==> src/rtl/alu_share_arbiter.sv <==
// Two-requester front end for a single shared combinational ALU.
// Requester 0 is the PC/address-increment path, requester 1 the execute path.
// Each operation runs IDLE (grant) -> EXEC (ALU evaluates) -> HOLD (result
// parked in the owner's response register until the owner consumes it).
module alu_share_arbiter #(
  parameter int WIDTH      = 32,
  parameter bit PRIO_FIXED = 1'b0
) (
  input  logic             clk,
  input  logic             reset,
  // requester 0 request channel
  input  logic             req0_valid,
  output logic             req0_ready,
  input  logic [WIDTH-1:0] req0_a,
  input  logic [WIDTH-1:0] req0_b,
  input  logic [2:0]       req0_ctrl,
  // requester 0 response channel
  output logic             rsp0_valid,
  input  logic             rsp0_ready,
  output logic [WIDTH-1:0] rsp0_result,
  output logic             rsp0_zero,
  output logic             rsp0_lt,
  // requester 1 request channel
  input  logic             req1_valid,
  output logic             req1_ready,
  input  logic [WIDTH-1:0] req1_a,
  input  logic [WIDTH-1:0] req1_b,
  input  logic [2:0]       req1_ctrl,
  // requester 1 response channel
  output logic             rsp1_valid,
  input  logic             rsp1_ready,
  output logic [WIDTH-1:0] rsp1_result,
  output logic             rsp1_zero,
  output logic             rsp1_lt,
  // shared ALU
  output logic [WIDTH-1:0] alu_a,
  output logic [WIDTH-1:0] alu_b,
  output logic [2:0]       alucontrol,
  input  logic [WIDTH-1:0] alu_result,
  input  logic             alu_zero,
  input  logic             alu_lt,
  output logic             busy
);

  typedef enum logic [1:0] {
    IDLE = 2'd0,
    EXEC = 2'd1,
    HOLD = 2'd2
  } state_t;

  state_t           r_state;
  state_t           w_state_nxt;
  logic             r_rr_ptr;
  logic             r_owner;
  logic [WIDTH-1:0] r_a;
  logic [WIDTH-1:0] r_b;
  logic [2:0]       r_ctrl;
  logic [1:0]       r_rsp_valid;
  logic [WIDTH-1:0] r_rsp_result [2];
  logic [1:0]       r_rsp_zero;
  logic [1:0]       r_rsp_lt;

  logic             w_gnt_any;
  logic             w_gnt;
  logic             w_owner_rsp_ready;

  // Grant selection: only meaningful in IDLE and never while reset is held.
  always_comb begin
    // NOTE: every always_comb output gets a default first so no path can infer a latch.
    w_gnt_any = 1'b0;
    w_gnt     = 1'b0;
    if (r_state == IDLE && !reset) begin
      w_gnt_any = req0_valid | req1_valid;
      if (req0_valid && req1_valid) begin
        w_gnt = PRIO_FIXED ? 1'b0 : r_rr_ptr;
      end else begin
        w_gnt = req1_valid;
      end
    end
  end

  assign w_owner_rsp_ready = r_owner ? rsp1_ready : rsp0_ready;

  // Next-state logic for the grant/execute/hold sequence.
  always_comb begin
    w_state_nxt = r_state;
    case (r_state)
      IDLE:    if (w_gnt_any) w_state_nxt = EXEC;
      EXEC:    w_state_nxt = HOLD;
      HOLD:    if (w_owner_rsp_ready) w_state_nxt = IDLE;
      default: w_state_nxt = IDLE;
    endcase
  end

  // State register.
  always_ff @(posedge clk or posedge reset) begin
    // NOTE: sequential state is written with <= so every flop samples pre-edge values.
    if (reset) r_state <= IDLE;
    else       r_state <= w_state_nxt;
  end

  // Operand capture and round-robin pointer update on an accepted request.
  always_ff @(posedge clk or posedge reset) begin
    if (reset) begin
      r_a      <= '0;
      r_b      <= '0;
      r_ctrl   <= '0;
      r_owner  <= 1'b0;
      r_rr_ptr <= 1'b0;
    end else if (w_gnt_any) begin
      r_a      <= w_gnt ? req1_a    : req0_a;
      r_b      <= w_gnt ? req1_b    : req0_b;
      r_ctrl   <= w_gnt ? req1_ctrl : req0_ctrl;
      r_owner  <= w_gnt;
      r_rr_ptr <= ~w_gnt;
    end
  end

  // Response registers: captured from the ALU at the end of EXEC, released on handshake.
  always_ff @(posedge clk or posedge reset) begin
    if (reset) begin
      // NOTE: the result array is reset explicitly because the response outputs must read 0 out of reset.
      r_rsp_result[0] <= '0;
      r_rsp_result[1] <= '0;
      r_rsp_valid     <= '0;
      r_rsp_zero      <= '0;
      r_rsp_lt        <= '0;
    end else begin
      case (r_state)
        EXEC: begin
          r_rsp_result[r_owner] <= alu_result;
          r_rsp_zero[r_owner]   <= alu_zero;
          r_rsp_lt[r_owner]     <= alu_lt;
          r_rsp_valid[r_owner]  <= 1'b1;
        end
        HOLD: if (w_owner_rsp_ready) r_rsp_valid[r_owner] <= 1'b0;
        default: ;
      endcase
    end
  end

  assign req0_ready  = w_gnt_any & ~w_gnt;
  assign req1_ready  = w_gnt_any &  w_gnt;

  assign rsp0_valid  = r_rsp_valid[0];
  assign rsp0_result = r_rsp_result[0];
  assign rsp0_zero   = r_rsp_zero[0];
  assign rsp0_lt     = r_rsp_lt[0];
  assign rsp1_valid  = r_rsp_valid[1];
  assign rsp1_result = r_rsp_result[1];
  assign rsp1_zero   = r_rsp_zero[1];
  assign rsp1_lt     = r_rsp_lt[1];

  // The ALU inputs always come straight from registers, so they never glitch.
  assign alu_a      = r_a;
  assign alu_b      = r_b;
  assign alucontrol = r_ctrl;
  assign busy       = (r_state != IDLE);

endmodule

==> config.mk <==
export PLATFORM = sky130hd
export DESIGN_NAME = alu_share_arbiter
export DESIGN_NICKNAME = d
export VERILOG_FILES = /design/src/rtl/alu_share_arbiter.sv
export SDC_FILE = /design/constraint.sdc
export NUM_CORES = 1
export LEC_CHECK = 0
export ABC_AREA = 1
export CORE_MARGIN = 2
export CORE_UTILIZATION = 40
export CTS_BUF_LIST = sky130_fd_sc_hd__clkbuf_2 sky130_fd_sc_hd__clkbuf_4 sky130_fd_sc_hd__clkbuf_8
export DETAILED_ROUTE_END_ITERATION = 8
export PLACE_DENSITY = 0.88
export SLEW_MARGIN = 20
export SYNTH_ARGS = -nofsm -noshare
export SYNTH_HDL_FRONTEND = slang
export SYNTH_SLANG_ARGS = --single-unit
==> constraint.sdc <==
create_clock -name clk -period 21.6 [get_ports clk]
set_input_delay 6.48 -clock clk [delete_from_list [all_inputs] [get_ports clk]]
set_output_delay 6.48 -clock clk [all_outputs]
set_load 0.05 [all_outputs]
==> flow_summary.toml, run 1 <==
[status]
status = "finished, final reports clean"

[critical_path]
arrival_ns = 8.68
r2r_start = "r_state[0]"
critical_path_class = "in2out"
critPathRequiredTime_ns = 15.12
r2r_end = "alu_b[7]"
rr_worst_depth = 8
cp-end-kind = "primary output"
cp-start-kind = "input pin"
r2r_slack_ns = 19.16
crit_fanout = 57

[timing]
min_period_over_period_pct = 70.18
finClkSkew_ns = 0.01071
setup-tns-final_ns = 0
fmaxAchievable_mhz = 65.97
hold_viol = 0
fin_crit_ns = 15.16
setup_viol = 0
rsz0062_at_grt = "no"
slew_viol_final = 0
worst_slew_pin_slew_ns = 0.7774
slew_headroom_pct = 48.17

[route]
drc = 0
drt_iter0_markers = 354
vias_per_cell = 5.171
num_vias = 5942
wire_per_inst_um = 16.57
antenna_left = 0
dr.pass1.iters = 8
routed_wl_mm = 19.04

[synth]
synth_seq_cells = 141
synth.most_common_cell = "nand3_1"
synth_top_area_share_pct = 59.66
ys_top_cells_by_count = "nand3_1, nand2_1, dfrtp_1"
synth_cells = 661
synth_area_um2 = 5914
synthTopCellsByArea = "dfrtp_1, nand3_1, nand2_1"
syn_nets = 835
ys_seq_area_share_pct = 59.66
async_flop_share_pct = 100.0
ys_warn_count = 0
synth-edff-count = 0
synth_ff_type = "dfrtp_1"
yosysUniqueCellTypes = 15
synth_top_cell_by_area = "dfrtp_1"
avgSynthCellArea_um2 = 8.948

[worst_hold_path]
hold_path.startpoint = "rsp1_result[21]"
holdCritPathClass = "reg2reg"
worst_hold_path.num_cells = 2
hold_path_end = "rsp1_result[21]"

[global_route]
antenna_found_initial = 1
grt_pass1_wl_mm = 30.61
grt-ovfl-total = 0
grt_pass1_vias = 6026
grt_usage_pct = 24.32
grt_max_degree = 87

[cts]
worstSkewPairLatency_ns = 0.43
cts_resized = 0
htree_levels = 4
post-cts-setup-buffers = 0
cts_tree = "built"
path_clk_slew_ns = 0.07
clk_path_buf_depth = 2
clkSinkCount = 141
hold_buffers = 0
cts_buffers = 17
cts_root_buf = "clkbuf_8"

[cells_and_area]
final_layout_size_suffix_gt1_share_pct = 4.876
fillers = 1168
final_nets = 1126
syn_to_final_growth_pct = 60.76

[floorplanning]
die_x_um = 125.6
io_pins = 314
die-area_um2 = 15770
initial_core_util_pct = 40.85
rows = 44
core_um2 = 14480
die_height_um = 125.6

[pwr]
pwr-share-comb_pct = 59.1
switching_share_pct = 50.82
total_power_mw = 1.653
clockPowerShare_pct = 12.7
p_int_uw = 812.7
p_leak_nw = 4.295
p_seq_share_pct = 28.2
power_density_nw_per_um2 = 173.8
ir_worst_vdd_v = 0.0001064
p_sw_uw = 840.0

[run]
cap_violations = 0

[placed_design]
gp_congestion = 0.8274
port_buffers = 313
hpwl_mm = 13.04
critical path, cell delays in order:
cell and delay (ns):
clkdlybuf4s50_1 0.47, inv_6 0.40, nand2_1 0.21, nor2_4 0.12, nand2_1 0.07, inv_1 0.06, clkdlybuf4s50_1 0.84
cell usage in the layout (no fill, tap or decap), drive strengths merged:
master         synthesis  routed
a21boi                 1       1
buf                   31       8
bufinv                 0       2
clkbuf                18      21
clkdlybuf4s50          0     313
clkinv                 0       4
clkinvlp               0       3
dfrtp                141     141
diode                  0       1
inv                   44      45
nand2                146     146
nand3                203     203
nand4                  1       1
nor2                   3       3
o21ai                 73      73
worst max-delay path by stage:
stage	start	end	cells after the start	slack [ns]
after floorplan	reset	req1_ready	7	4.39
after global placement	reset	req0_ready	7	6.39
after detailed placement	reset	req0_ready	7	6.37
after CTS	reset	req0_ready	7	6.37
after global routing	reset	req0_ready	7	6.24
final	reset	req0_ready	7	6.44
power groups by stage:
stage	combinational, mW	sequential [mW]	clock (mW)
2_1_floorplan	0.189	0.905	0
6_report	0.976	0.466	0.211
4_1_cts	0.983	0.466	0.215
5_1_grt	1.03	0.483	0.228
3_3_place_gp	0.968	0.464	0
3_5_place_dp	0.980	0.467	0
cell type report:
type,instances,area (µm²),area share (%)
Clock buffer,21,276.5,2.908
Timing Repair Buffer,321,3197,33.62
Multi-Input combinational cell,427,1988,20.91
Inverter,44,170.2,1.790
Sequential cell,141,3528,37.11
Clock inverter,10,115.1,1.211
Antenna cell,1,2.502,0.02632
Tap cell,184,230.2,2.421
cell families (layout without fill, tap and decap cells):
group                  Yosys count  count (layout)  share of synthesized area, %
AO/OA/AOI/OAI                   74              74                         6.368
other                            0               1                             0
AND/OR/NAND/NOR                353             353                         26.82
buffers and inverters           93             396                         7.150
flip-flops                     141             141                         59.66
metrics by stage:
| stage | util (%) | setup slack (ns) | hold WS, ns | std cells | cell area (µm²) |
|---|---|---|---|---|---|
| floorplan | - | 4.387 | 0.4902 | 661 | 5914 |
| global placement | 62.92 | 6.393 | 0.4643 | 1117 | 9110 |
| detailed placement | 62.92 | 6.371 | 0.4724 | 1117 | 9110 |
| CTS | 65.62 | 6.372 | 0.4908 | 1148 | 9502 |
| global route | 65.67 | 6.237 | 0.5136 | 1149 | 9508 |
| finish | 65.67 | 6.442 | 0.4882 | 1149 | 9508 |
sequential cells by signal, indices dropped and copies added, names as in the netlist, named ones only:
name         flops
rsp1_result     32
r_state          2
alu_a           32
r_rsp_lt         2
r_owner          1
r_rr_ptr         1
r_rsp_zero       2
alu_b           32
rsp0_result     32
alucontrol       3
routing by layer:
layer / GRT usage, % / vias up / wire (µm)
met5: 0 / - / 0
met4: 10.33 / 0 / 582
met3: 7.445 / 36 / 1837
met2: 39.81 / 287 / 9278
met1: 29.90 / 2835 / 7340
li1: - / 2784 / -
No activity file was read; power rests on OpenSTA's default activity.
==> run 2, diff against run 1 <==
--- a/config.mk
+++ b/config.mk
@@ -7,10 +7,10 @@
 export LEC_CHECK = 0
 export ABC_AREA = 1
 export CORE_MARGIN = 2
-export CORE_UTILIZATION = 40
+export CORE_UTILIZATION = 37
 export CTS_BUF_LIST = sky130_fd_sc_hd__clkbuf_2 sky130_fd_sc_hd__clkbuf_4 sky130_fd_sc_hd__clkbuf_8
 export DETAILED_ROUTE_END_ITERATION = 8
-export PLACE_DENSITY = 0.88
+export PLACE_DENSITY = 0.85
 export SLEW_MARGIN = 20
 export SYNTH_ARGS = -nofsm -noshare
 export SYNTH_HDL_FRONTEND = slang
==> constraint.sdc (replaced) <==
create_clock -name clk -period 13.4 [get_ports clk]
set_input_delay 4.02 -clock clk [delete_from_list [all_inputs] [get_ports clk]]
set_output_delay 4.02 -clock clk [all_outputs]
set_load 0.05 [all_outputs]
==> run 2 against run 1 <==
Against the previous run:
- global-route usage decreased by 1.7 points
- via count decreased by 1.1%
- register-to-register slack got worse by 8.1 ns
- total power increased by 63%
==> flow_summary.toml, run 2 (synthesized netlist as in run 1, its figures left out) <==
[cells_and_area]
final_nets = 1124
syn_to_final_growth_pct = 61.88
mostFrequentLayoutCell = "clkdlybuf4s50_1"
insertedDiodeCount = 0
layout_common_cells = "clkdlybuf4s50_1, nand3_1, nand2_1"
final_layout_size_suffix_gt1_share_pct = 4.777

[pwr]
p_sw_mw = 1.384
power_density_nw_per_um2 = 281.3
p_leak_nw = 4.301
switching_share_pct = 51.40
pwr-share-comb_pct = 58.4
p_seq_share_pct = 28.0
clockPowerShare_pct = 13.5
p_int_mw = 1.309
ir_worst_vdd_v = 0.0001530

[timing]
rsz0062_at_grt = "no"
finClkSkew_ns = 0.01737
min_period_over_period_pct = 81.87
worst_slack_ns = 2.430
fin_crit_ns = 10.97
setup_viol = 0
slew_viol_final = 0
worst_slew_pin_slew_ns = 0.7905
hold_viol = 0
slew_headroom_pct = 47.30
setup-tns-final_ns = 0
fmaxAchievable_mhz = 91.15

[global_route]
grt_pass1_vias = 5676
grt-ovfl-total = 0
grt_usage_pct = 22.66
grt_pass1_wl_mm = 29.39
grt_max_degree = 79
antenna_found_initial = 0

[critical_path]
arrival_ns = 6.95
slowest_stage = "clkdlybuf4s50_1"
cp-start-kind = "input pin"
critical_path_class = "in2out"
r2r_end = "alu_a[11]"
rr_worst_depth = 8
critPathRequiredTime_ns = 9.38
r2r_slack_ns = 11.11
path_cells = "clkdlybuf4s50_1 -> inv_6 -> nand2_1 -> nor2_4 -> buf_4 -> nand2_1 -> inv_1 -> clkdlybuf4s50_1"
crit_fanout = 71
cp-end-kind = "primary output"
slowest_delay_ns = 0.80
r2r_start = "r_state[0]"

[worst_hold_path]
holdCritPathClass = "reg2reg"
worst_hold_path.num_cells = 2
hold_path_end = "rsp1_result[0]"
hold_path.startpoint = "rsp1_result[0]"

[placed_design]
port_buffers = 313
gp_congestion = 0.8073
hpwl_mm = 13.48
place_ws_ns = 2.390

[floorplanning]
die_height_um = 130.4
die_x_um = 130.4
io_pins = 314
core_um2 = 15770
die-area_um2 = 17010
initial_core_util_pct = 37.50
rows = 46

[status]
status = "finished, final reports clean"

[route]
drt_iter0_markers = 371
num_vias = 5875
drc = 0
vias_per_cell = 4.983
routed_wl_mm = 19.41
wire_per_inst_um = 16.47
dr.pass1.iters = 5
antenna_left = 0

[cts]
path_clk_slew_ns = 0.09
cts_tree = "built"
cts_root_buf = "clkbuf_8"
hold_buffers = 0
cts_buffers = 17
cts_resized = 0
htree_levels = 4
clk_path_buf_depth = 2
post-cts-setup-buffers = 0
clkSinkCount = 141
worstSkewPairLatency_ns = 0.46

[run]
cap_violations = 0
## run 2: power by group through the flow
stage | Sequential [mW] | Clock, mW | Combinational (mW)
after global routing | 0.780 | 0.389 | 1.66
final | 0.755 | 0.365 | 1.57
after CTS | 0.755 | 0.372 | 1.58
after detailed placement | 0.757 | 0 | 1.58
after global placement | 0.751 | 0 | 1.56
after floorplan | 1.46 | 0 | 0.305
## run 2: worst max-delay path: cells and delay by family
family        cells  cell delay (ns)
simple gates      3             0.48
buf+inv           5             2.40
## run 2: worst max-delay path by stage
stage	from	to	slack [ns]	cells after the start
2_1_floorplan	reset	req1_ready	1.11	7
3_3_place_gp	reset	req1_ready	2.43	8
3_5_place_dp	reset	req0_ready	2.39	8
4_1_cts	reset	req0_ready	2.38	8
5_1_grt	reset	req0_ready	2.17	8
6_report	reset	req0_ready	2.43	8
## run 2: stage by stage
step	instance area [µm²]	cells	utilization [%]	power [mW]	hold WS, ns
after floorplan	5914	661	-	1.764	0.4902
after global placement	9135	1147	57.93	2.308	0.4649
after detailed placement	9135	1147	57.93	2.337	0.4729
after CTS	9555	1179	60.59	2.710	0.4940
after global routing	9574	1179	60.71	2.830	0.5093
final	9574	1179	60.71	2.693	0.4877
## run 2: cell type report
cell class / count / area (µm²)
Multi-Input combinational cell: 427 / 2003
Fill cell: 1319 / 6196
Inverter: 44 / 170.2
Timing Repair Buffer: 319 / 3182
Clock inverter: 14 / 172.7
Sequential cell: 141 / 3528
Clock buffer: 18 / 247.7
Tap cell: 216 / 270.3
## run 2: per-layer routing
layer  GRT usage (%)  share of wire (%)
met5               0                  0
met4           9.950                2.8
met3           9.161                 12
met2           37.91                 50
met1           25.72                 36
